File: config.mk
export PLATFORM = sky130hd
export DESIGN_NAME = sprite_pixel_sink
export DESIGN_NICKNAME = d
export VERILOG_FILES = /design/src/rtl/sprite_pixel_sink.sv
export SDC_FILE = /design/constraint.sdc
export NUM_CORES = 1
export LEC_CHECK = 0
export ABC_AREA = 1
export CAP_MARGIN = 20
export CORE_MARGIN = 10
export CORE_UTILIZATION = 45
export DETAILED_ROUTE_END_ITERATION = 7
export GPL_ROUTABILITY_DRIVEN = 0
export PLACE_DENSITY = 0.79
export REMOVE_ABC_BUFFERS = 1
export SLEW_MARGIN = 20
export SYNTH_ARGS = -nofsm -noshare
export SYNTH_HDL_FRONTEND = slang
export SYNTH_SLANG_ARGS = --single-unit
export TNS_END_PERCENT = 10
File: constraint.sdc
create_clock -name clk_i -period 2.5 [get_ports clk_i]
set_input_delay 0.5 -clock clk_i [delete_from_list [all_inputs] [get_ports clk_i]]
set_output_delay 0.5 -clock clk_i [all_outputs]
set_load 0.1 [all_outputs]
File: src/rtl/sprite_pixel_sink.sv
// ============================================================================
// sprite_pixel_sink : sequences one sprite draw, aligns x/y with ROM colour,
//                     clips to screen, drops key colour, strobes VGA writes.
// Rev 1.0
// ============================================================================
`default_nettype none
`timescale 1ns/1ps

module sprite_pixel_sink #(
    parameter int unsigned ROM_LATENCY = 1,
    parameter int unsigned SCREEN_W    = 320,
    parameter int unsigned SCREEN_H    = 240,
    parameter bit          KEY_EN      = 1'b1,
    parameter logic [2:0]  KEY_COLOUR  = 3'b111,
    parameter int unsigned MAX_CYCLES  = 65535
) (
    input  logic        clk_i,
    input  logic        rst_ni,
    input  logic        start_i,
    input  logic [8:0]  src_x_i,
    input  logic [7:0]  src_y_i,
    input  logic [2:0]  src_colour_i,
    input  logic        src_done_i,
    output logic        src_enable_o,
    output logic        src_reset_n_o,
    output logic [8:0]  vga_x_o,
    output logic [7:0]  vga_y_o,
    output logic [2:0]  vga_colour_o,
    output logic        vga_plot_o,
    output logic        busy_o,
    output logic        done_o,
    output logic        timeout_o,
    output logic [16:0] plot_count_o
);

    localparam int unsigned DEPTH   = ROM_LATENCY + 1;
    localparam int unsigned WD_W    = (MAX_CYCLES < 2) ? 1 : $clog2(MAX_CYCLES);
    localparam logic [WD_W-1:0] WD_LAST = WD_W'(MAX_CYCLES - 1);
    localparam logic [2:0]      FL_LAST = 3'(ROM_LATENCY);

    typedef enum logic [2:0] {
        S_IDLE   = 3'd0,
        S_CLEAR  = 3'd1,
        S_STREAM = 3'd2,
        S_FLUSH  = 3'd3,
        S_DONE   = 3'd4
    } state_t;

    state_t            state_q, state_d;
    logic [WD_W-1:0]   wd_q, wd_d;
    logic [2:0]        fl_q, fl_d;
    logic              accept, timeout_set;

    always_comb begin
        state_d     = state_q;
        wd_d        = wd_q;
        fl_d        = fl_q;
        accept      = 1'b0;
        timeout_set = 1'b0;
        case (state_q)
            S_IDLE: begin
                if (start_i) begin
                    accept  = 1'b1;
                    state_d = S_CLEAR;
                end
            end
            S_CLEAR: begin
                wd_d    = '0;
                state_d = S_STREAM;
            end
            S_STREAM: begin
                wd_d = wd_q + 1'b1;
                // src_done wins over the watchdog on the same cycle
                if (src_done_i) begin
                    fl_d    = '0;
                    state_d = S_FLUSH;
                end else if (wd_q == WD_LAST) begin
                    fl_d        = '0;
                    timeout_set = 1'b1;
                    state_d     = S_FLUSH;
                end
            end
            S_FLUSH: begin
                fl_d = fl_q + 3'd1;
                if (fl_q == FL_LAST) begin
                    state_d = S_DONE;
                end
            end
            S_DONE:  state_d = S_IDLE;
            default: state_d = S_IDLE;
        endcase
    end

    // Stage DEPTH-1 of x/y lines up with colour_q, which trails the ROM by one register.
    logic [DEPTH-1:0] pv_q;
    logic [8:0]       px_q [DEPTH];
    logic [7:0]       py_q [DEPTH];
    logic [2:0]       colour_q;
    logic             valid_in, on_screen, keyed, plot_d;

    assign valid_in  = (state_q == S_STREAM);
    assign on_screen = ({23'd0, px_q[DEPTH-1]} < SCREEN_W) && ({24'd0, py_q[DEPTH-1]} < SCREEN_H);
    assign keyed     = KEY_EN && (colour_q == KEY_COLOUR);
    assign plot_d    = pv_q[DEPTH-1] && on_screen && !keyed;

    logic        src_enable_q, src_reset_n_q, vga_plot_q, busy_q, done_q, timeout_q;
    logic [8:0]  vga_x_q;
    logic [7:0]  vga_y_q;
    logic [2:0]  vga_colour_q;
    logic [16:0] plot_count_q;

    always_ff @(posedge clk_i or negedge rst_ni) begin
        if (!rst_ni) begin
            state_q       <= S_IDLE;
            wd_q          <= '0;
            fl_q          <= '0;
            pv_q          <= '0;
            colour_q      <= '0;
            for (int i = 0; i < int'(DEPTH); i++) begin
                px_q[i] <= '0;
                py_q[i] <= '0;
            end
            src_enable_q  <= 1'b0;
            src_reset_n_q <= 1'b0;
            vga_x_q       <= '0;
            vga_y_q       <= '0;
            vga_colour_q  <= '0;
            vga_plot_q    <= 1'b0;
            busy_q        <= 1'b0;
            done_q        <= 1'b0;
            timeout_q     <= 1'b0;
            plot_count_q  <= '0;
        end else begin
            state_q  <= state_d;
            wd_q     <= wd_d;
            fl_q     <= fl_d;
            pv_q     <= {pv_q[DEPTH-2:0], valid_in};
            colour_q <= src_colour_i;
            px_q[0]  <= src_x_i;
            py_q[0]  <= src_y_i;
            for (int i = 1; i < int'(DEPTH); i++) begin
                px_q[i] <= px_q[i-1];
                py_q[i] <= py_q[i-1];
            end
            src_enable_q  <= (state_d == S_STREAM);
            src_reset_n_q <= (state_d == S_STREAM) || (state_d == S_FLUSH) || (state_d == S_DONE);
            busy_q        <= (state_d == S_CLEAR) || (state_d == S_STREAM) || (state_d == S_FLUSH);
            done_q        <= (state_d == S_DONE);
            vga_x_q       <= px_q[DEPTH-1];
            vga_y_q       <= py_q[DEPTH-1];
            vga_colour_q  <= colour_q;
            vga_plot_q    <= plot_d;
            if (accept) begin
                timeout_q    <= 1'b0;
                plot_count_q <= '0;
            end else begin
                if (timeout_set) begin
                    timeout_q <= 1'b1;
                end
                if (plot_d && (plot_count_q != 17'h1FFFF)) begin
                    plot_count_q <= plot_count_q + 17'd1;
                end
            end
        end
    end

    assign src_enable_o  = src_enable_q;
    assign src_reset_n_o = src_reset_n_q;
    assign vga_x_o       = vga_x_q;
    assign vga_y_o       = vga_y_q;
    assign vga_colour_o  = vga_colour_q;
    assign vga_plot_o    = vga_plot_q;
    assign busy_o        = busy_q;
    assign done_o        = done_q;
    assign timeout_o     = timeout_q;
    assign plot_count_o  = plot_count_q;

endmodule

`default_nettype wire

==> results of run 1 <==
## Yosys cell counts (all sizes together)
master | instances | area [sq um]
nand4 | 13 | 96.3
dfrtp | 104 | 2600
a21o | 1 | 7.51
ha | 6 | 75.1
nand2 | 121 | 477
xnor2 | 2 | 17.5
nor4 | 1 | 6.26
a31oi | 1 | 6.26
a21oi | 6 | 30.0
xor2 | 6 | 52.6
nor3 | 6 | 45.0
and2 | 1 | 6.26
nor2 | 44 | 215
nand3 | 33 | 183
nand3b | 1 | 7.51
inv | 40 | 153
o21ai | 21 | 109
buf | 4 | 35.0
## final cells by class
class,count,area share
flip-flops and latches,104,0.519
multi-input cells,263,0.266
repair buffers,69,0.117
inverters,40,0.0307
well taps,108,0.0269
clock buffers,9,0.0247
clock inverters,7,0.0167
## repair_timing
| item | in CTS | in global routing |
|---|---|---|
| gates resized for setup | 0 | 1 |
| endpoints found under the setup margin | 0 | 5 |
| hold endpoints to repair | 0 | 0 |
| hold buffers | 0 | 0 |
## sequential cells by signal (all words and copies together), names as in the netlist, 2 cells and up
register,count
colour_q,3
fl_q,3
plot_count_o,17
pv_q,2
px_q,18
py_q,16
state_q,3
vga_colour_o,3
vga_x_o,9
vga_y_o,8
wd_q,16
## final timing paths
kind                              endpoint  slack (ns)
min in group clk_i                 px_q[7]        0.35
setup reg to reg           plot_count_o[5]        0.22
hold reg to reg                    px_q[7]        0.35
setup / recovery           plot_count_o[5]        0.22
hold / removal                     fl_q[1]        0.12
max in group asynchronous  plot_count_o[9]        1.76
## stage by stage
stage | setup slack, ns | area (sq um) | TNS, ns | util
detailed placement | 0.253 | 4810 | 0 | 0.546
CTS | 0.193 | 5020 | 0 | 0.570
global route | 0.0447 | 5020 | 0 | 0.570
floorplan | -0.188 | 4090 | -2.95 | -
global placement | 0.421 | 4810 | 0 | 0.546
finish | 0.225 | 5020 | 0 | 0.570
## routing by layer
metal  up-vias  global-route usage
li1       1462                   -
met1      1425               0.150
met2        90               0.231
met3        10              0.0413
met4         0              0.0375
met5         -                   0
## where the power goes
part	switching, mW	internal, mW	total (mW)
registers	0.144	1.86	2.01
clock network	0.596	0.485	1.08
logic	1.11	0.328	1.44
## logic make-up after synthesis
| logic type | after synthesis |
|---|---|
| simple gates | 220 |
| flops | 104 |
| buf+inv | 44 |
| compound gates | 29 |
| xor+xnor | 8 |
| fa+ha+maj | 6 |
==> impl_metrics.csv, run 1 <==
group,metric,value,unit
sta,finalCriticalPeriod,2.28,ns
sta,rsz0062_at_grt,"no",
yosys,syn_avg_cell_area,10.0,sq um
finish,final_cell_mix,"nand2_1, dfrtp_1, buf_4, inv_1, nor2_1",
setup_path,cp.depth,11,
placement,port_buffers,66,
hold_path,hold_path.class,"input port to async pin",
global_routing,grt_first_pass_wirelength,14.1,mm
job,maxCapViolations,0,
sta,hold-worst-slack,0.124,ns
finish,multi_input_area,1330,sq um
floorplanning,core,8810,sq um
yosys,yosysSeqAreaShare,0.631,
setup_path,crit_top_cell,"nand2_1",
floorplanning,start_util,0.468,
floorplanning,die_w,116,um
status,status,"complete, no violations",
power,max-vdd-ir-drop,0.755,mV
floorplanning,die-area,13400,sq um
finish,fin_nets,517,
power,powerDensity,903,nW/um^2
clocking,clock_sinks,104,
placement,dp_cells,584,
yosys,synth-seq-cells,104,
sta,drv_slew,0,
yosys,synth_xor_area_frac,0.0170,
yosys,synth_top_family_by_area,"simple AND/OR/NAND/NOR gates",
sta,clock.fmax,440,MHz
sta,worst_pin_slew,0.570,ns
global_routing,grt_max_degree,44,
setup_path,path_delay_family,"simple AND/OR/NAND/NOR gates",
route,routed.top_layer,"met4",
clocking,postCtsSetupRepairBufs,0,
setup_path,cp_max_fo,16,
yosys,yosysWarnings,0,
global_routing,grt_overflow,0,
sta,timing.final.crit_share,0.910,
clocking,cts_buffers,9,
clocking,cts_root_buffer,"clkbuf_8",
finish,layout.cells.non_filler,600,
floorplanning,fp-row-count,34,
route,drc,0,
clocking,clk_pin_slew_worst_paths,0.10,ns
yosys,synth_fa_ha_area_frac,0.0182,
route,drtPass1Iterations,4,
floorplanning,die_h,116,um
setup_path,critPathCaptureType,"flip-flop",
route,vias,2987,
setup_path,worstRegToRegCells,11,
finish,regArea,2600,sq um
finish,antenna_cells,0,
route,dr_wl_met2,4.38,mm
placement,dp_hpwl,6.09,mm
yosys,synth-simple-area-share,0.251,
yosys,syn_inst,411,
sta,setup_viol_count_final,0,
route,wire_per_inst,13.9,um
global_routing,grt_use_total,0.131,
clocking,htreeDepth,3,
route,met1_length,3.42,mm
finish,layout-drive-gt1-share,0.199,
setup_path,crit_chain,"ha_1 -> nand3_1 -> nor2_4 -> nand2_1 -> nor4_1 -> ha_1 -> nand3b_1 -> nand2_2 -> clkinv_2 -> nand2_1 -> nand2_1",
route,drt_wl_total,8.37,mm
clocking,tritoncts,"yes",
yosys,syn-cell-area,4120,sq um
route,postRouteAntennaNets,0,
finish,n_fill_cell,767,
power,power_leakage,2.43,nW
clocking,clk_path_buf_depth,2,
setup_path,crit_required,2.80,ns
global_routing,grt_antenna_before_repair,0,
setup_path,crit_path_start_kind,"flip-flop",
power,fin_total_pwr,4.53,mW
yosys,synth_compound_area_frac,0.0370,
setup_path,r2r-start,"plot_count_o[1]",
route,via_per_inst,4.98,
floorplanning,io_pins,67,
sta,slew_headroom,0.620,
route,drt_iter0_markers,131,
clocking,clock_latency,0.36,ns
setup_path,cp_slowest_cell,"dfrtp_1",
yosys,synth_mux_area_frac,0,
setup_path,max_stage_delay,0.45,ns
setup_path,cp-startpoint,"plot_count_o[1]",
sta,hold_viol,0,
setup_path,worstPathArrival,2.58,ns
yosys,synth.distinct_cells,31,
setup_path,cp_num_buf_inv,1,
sta,fin_skew,0.00779,ns
finish,final_common_cell,"nand2_1",
setup_path,crit_type,"flip-flop to flip-flop",
global_routing,grt_pass1_vias,3046,
finish,area_growth,21.7,%
route,wl_met3,510,um
No activity file was read; power rests on OpenSTA's default activity.
==> inputs of run 2 (changes only) <==
CORE_ASPECT_RATIO = 1.2   (was default)
==> run 2 against run 1 <==
Net effect:
- count of clock-buffer cells in the layout is 1 higher
- clock power hardly changed
- critical path depth stayed put
- sequential share of layout area is 0.065 points higher
- fmax is 0.98% higher
==> impl_metrics.csv, run 2 (synthesis results as in run 1) <==
group,metric,value,unit
clocking,hold_buffers,0,
finish,multi_input_area,1330,sq um
route,drtPass1Iterations,4,
sta,worst_pin_slew,0.554,ns
power,comb_power_share,0.321,
floorplanning,fp-row-count,38,
sta,rsz0062_at_grt,"no",
placement,port_buffers,66,
route,wire_per_inst,13.6,um
route,vias,2998,
clocking,postCtsSetupRepairBufs,0,
finish,area_growth,21.5,%
floorplanning,core,8990,sq um
clocking,htreeDepth,3,
sta,fin_skew,0.0119,ns
power,switchingPower,1.85,mW
power,seqPwrFrac,0.444,
sta,finalCriticalPeriod,2.25,ns
setup_path,cp-startpoint,"plot_count_o[1]",
global_routing,grt_use_total,0.132,
global_routing,grt_first_pass_wirelength,14.3,mm
setup_path,max_stage_delay,0.44,ns
finish,fin_nets,515,
finish,fin_util,0.558,
finish,final_cell_mix,"nand2_1, dfrtp_1, buf_4, inv_1, nor2_1",
job,maxCapViolations,0,
setup_path,worstPathArrival,2.57,ns
route,drt_iter0_markers,187,
sta,hold_viol,0,
floorplanning,io_pins,67,
sta,slew_headroom,0.630,
sta,clock.fmax,444,MHz
setup_path,cp.depth,11,
setup_path,cp_max_fo,16,
finish,stdcell_area,5010,sq um
clocking,cts_buffers,9,
setup_path,cp_slowest_cell,"dfrtp_1",
placement,place_area,4810,sq um
setup_path,critPathCaptureType,"flip-flop",
global_routing,grt_overflow,0,
global_routing,grt_pass1_vias,3041,
setup_path,crit_type,"flip-flop to flip-flop",
sta,timing.final.crit_share,0.901,
floorplanning,start_util,0.459,
clocking,tritoncts,"yes",
power,fin_total_pwr,4.51,mW
floorplanning,die_h,125,um
power,power_leakage,2.41,nW
floorplanning,die-area,13400,sq um
floorplanning,die_w,107,um
sta,setup_viol_count_final,0,
setup_path,crit_end,"plot_count_o[7]",
clocking,cts_root_buffer,"clkbuf_8",
setup_path,r2r-end,"plot_count_o[7]",
power,internal_power,2.67,mW
clocking,cts_resized,0,
setup_path,crit_path_start_kind,"flip-flop",
power,max-vdd-ir-drop,0.351,mV
finish,n_fill_cell,757,
global_routing,grt_antenna_before_repair,0,
finish,antenna_cells,0,
setup_path,crit_top_cell,"nand2_1",
finish,regArea,2600,sq um
sta,setup_ws,0.247,ns
finish,largest_register,"px_q",
finish,final_common_cell,"nand2_1",
route,drt_wl_total,8.30,mm
clocking,clk_pin_slew_worst_paths,0.10,ns
finish,layout-drive-gt1-share,0.194,
hold_path,hold_path.class,"input port to async pin",
placement,dp_hpwl,5.98,mm
placement,dp_slack,0.249,ns
setup_path,worstRegToRegCells,11,
setup_path,r2r_slack,0.25,ns
clocking,clock_latency,0.37,ns
sta,drv_slew,0,
finish,largest_register_ffs,18,
route,drc,0,
clocking,clk_path_buf_depth,2,
setup_path,cp_num_buf_inv,1,
power,sw_frac_of_total,0.409,
route,postRouteAntennaNets,0,
power,powerDensity,901,nW/um^2
global_routing,grt_max_degree,105,
setup_path,path_delay_family,"simple AND/OR/NAND/NOR gates",
clocking,clock_sinks,104,
setup_path,crit_chain,"ha_1 -> nand3_1 -> nor2_4 -> nand2_1 -> nor4_1 -> ha_1 -> nand3b_1 -> nand2_2 -> inv_2 -> nand2_1 -> nand2_1",
status,status,"complete, no violations",
setup_path,r2r-start,"plot_count_o[1]",
setup_path,crit_required,2.82,ns
power,p_clk_frac,0.235,
sta,hold-worst-slack,0.149,ns
route,via_per_inst,4.91,
run 2: cell type report:
class,count,area share
clock buffer,10,0.0255
clock inverter,6,0.0150
inverter,40,0.0305
multi-input combinational,263,0.266
sequential,104,0.519
tap,120,0.0300
timing repair buffer,67,0.114
run 2: stage by stage:
step / instances / TNS, ns
2_1_floorplan: 407 / -2.95
3_3_place_gp: 594 / 0
3_5_place_dp: 594 / 0
4_1_cts: 610 / 0
5_1_grt: 610 / 0
6_report: 610 / 0
run 2: worst min path at each step:
stage	start	to	slack [ns]	cells after the start
floorplan	rst_ni	busy_o	0.20	0
global placement	py_q[8]	py_q[0]	0.33	0
detailed placement	px_q[1]	vga_x_o[1]	0.34	0
CTS	rst_ni	py_q[3]	0.20	2
global route	rst_ni	vga_y_o[0]	0.17	2
finish	rst_ni	vga_y_o[3]	0.15	2
run 2: routing by layer:
| metal | vias up | GRT usage | part of all wire |
|---|---|---|---|
| met4 | 0 | 0.0638 | 0.019 |
| met1 | 1446 | 0.150 | 0.38 |
| met2 | 71 | 0.222 | 0.55 |
| met3 | 12 | 0.0367 | 0.054 |
| met5 | - | 0 | 0 |
| li1 | 1469 | - | - |
run 2: power groups by stage:
stage	Combinational, mW	Clock, mW	Sequential [mW]
3_5_place_dp	1.45	0	2.04
6_report	1.45	1.06	2.00
2_1_floorplan	0.561	0	2.54
4_1_cts	1.46	1.09	2.01
5_1_grt	1.57	1.16	2.03
3_3_place_gp	1.42	0	2.03
==> inputs of run 3 (changes only) <==
CTS_BUF_LIST = sky130_fd_sc_hd__clkbuf_4   (was default)
==> run 3 against run 2 <==
Net effect:
- critical path depth unchanged
- first-iteration DRC count fell by 18%
- via count grew 0.53%
- register-to-register slack gained 0.04 ns
- global-route usage is 0.31 points lower
- clock power is 16% lower
- sequential cell count is the same
- utilization is 0.54 points lower
- combinational power is essentially flat
- die area is the same
- non-clock buffer count unchanged
- largest power group unchanged
==> impl_metrics.csv, run 3 (synthesis results as in run 1) <==
group,metric,value,unit
sta,rsz0062_at_grt,"no",
sta,setup_ws,0.289,ns
global_routing,grt_pass1_vias,3032,
route,drt_iter0_markers,153,
sta,clock.fmax,452,MHz
sta,drv_slew,0,
status,status,"complete, no violations",
route,drtPass1Iterations,4,
placement,dp_cells,594,
sta,tns,0,ns
route,wl_met3,413,um
clocking,postCtsSetupRepairBufs,0,
clocking,cts_resized,0,
clocking,clk_pin_slew_worst_paths,0.16,ns
global_routing,grt_first_pass_wirelength,14.1,mm
floorplanning,start_util,0.459,
finish,area_growth,20.4,%
clocking,clock_latency,0.45,ns
hold_path,hold_path.class,"input port to async pin",
setup_path,crit_path_start_kind,"flip-flop",
floorplanning,io_pins,67,
sta,slew_headroom,0.654,
power,comb_power_share,0.332,
clocking,htreeDepth,3,
floorplanning,die_h,125,um
route,vias,3014,
route,via_per_inst,4.93,
global_routing,grt_use_total,0.129,
finish,largest_register,"px_q",
clocking,clk_path_buf_depth,2,
route,met1_length,3.20,mm
power,switchingPower,1.82,mW
finish,layout-drive-gt1-share,0.196,
route,routed.top_layer,"met4",
clocking,tritoncts,"yes",
job,maxCapViolations,0,
finish,n_fill_cell,769,
route,drt_wl_total,8.21,mm
finish,fin_nets,515,
finish,fin_util,0.552,
power,power_leakage,2.39,nW
route,drc,0,
finish,layout.cells.non_filler,611,
floorplanning,core,8990,sq um
power,max-vdd-ir-drop,0.341,mV
power,internal_power,2.52,mW
clocking,hold_buffers,0,
floorplanning,fp-row-count,38,
placement,dp_slack,0.249,ns
clocking,clock_sinks,104,
setup_path,worstRegToRegCells,11,
sta,finalCriticalPeriod,2.21,ns
setup_path,critPathCaptureType,"flip-flop",
sta,setup_viol_count_final,0,
route,postRouteAntennaNets,0,
power,p_clk_frac,0.206,
setup_path,crit_required,2.90,ns
power,powerDensity,875,nW/um^2
sta,worst_pin_slew,0.520,ns
route,wire_per_inst,13.4,um
floorplanning,die-area,13400,sq um
finish,largest_register_ffs,18,
placement,port_buffers,66,
floorplanning,die_w,107,um
finish,final_cell_mix,"nand2_1, dfrtp_1, buf_4, inv_1, nor2_1",
sta,hold_viol,0,
clocking,cts_buffers,9,
global_routing,grt_overflow,0,
route,dr_wl_met2,4.42,mm
power,seqPwrFrac,0.462,
global_routing,grt_max_degree,105,
sta,timing.final.crit_share,0.884,
sta,fin_skew,0.0182,ns
finish,stdcell_area,4960,sq um
placement,dp_hpwl,5.98,mm
clocking,cts_root_buffer,"clkbuf_4",
setup_path,cp_max_fo,16,
setup_path,crit_type,"flip-flop to flip-flop",
finish,final_common_cell,"nand2_1",
placement,place_area,4810,sq um
global_routing,grt_antenna_before_repair,1,
power,sw_frac_of_total,0.419,
setup_path,worstPathArrival,2.62,ns
[run 3: final timing paths]
kind / slack, ns / to / from
max: 0.29 / plot_count_o[7] / plot_count_o[1]
min: 0.08 / vga_y_o[3] / rst_ni
min reg2reg: 0.35 / px_q[7] / px_q[16]
max in group asynchronous: 2.02 / src_reset_n_o / rst_ni
max reg2reg: 0.29 / plot_count_o[7] / plot_count_o[1]
min in group clk_i: 0.35 / px_q[7] / px_q[16]
[run 3: critical path, stage by stage (launching register included)]
cell and delay, ns:
dfrtp_1 0.47, ha_1 0.23, nand3_1 0.13, nor2_4 0.16
nand2_1 0.08, nor4_1 0.22, ha_1 0.27, nand3b_1 0.15
nand2_2 0.09, clkinv_2 0.19, nand2_1 0.09, nand2_1 0.08
[run 3: cell type report]
cell class,count,area (sq um),share of cell area
Clock buffer,10,75.1,0.0151
Timing Repair Buffer,67,571,0.115
Tap cell,120,150,0.0302
Clock inverter,6,75.1,0.0151
Sequential cell,104,2600,0.524
Multi-Input combinational cell,263,1330,0.269
Antenna cell,1,2.50,0.000504
Inverter,40,154,0.0310
[run 3: power groups by stage]
stage	Clock (mW)	Combinational [mW]	Sequential (mW)
2_1_floorplan	0	0.561	2.54
3_3_place_gp	0	1.42	2.03
3_5_place_dp	0	1.45	2.04
4_1_cts	0.922	1.46	2.01
5_1_grt	0.984	1.56	2.03
6_report	0.894	1.44	2.00
[run 3: layer usage]
layer / track usage / vias up
met3: 0.0316 / 16
met1: 0.146 / 1456
met5: 0 / -
li1: - / 1470
met4: 0.0622 / 0
met2: 0.220 / 72
[run 3: stage by stage]
step | power (mW) | hold slack (ns)
5_1_grt | 4.58 | 0.0867
4_1_cts | 4.38 | 0.0865
3_3_place_gp | 3.44 | 0.331
2_1_floorplan | 3.10 | 0.204
3_5_place_dp | 3.49 | 0.336
6_report | 4.34 | 0.0786
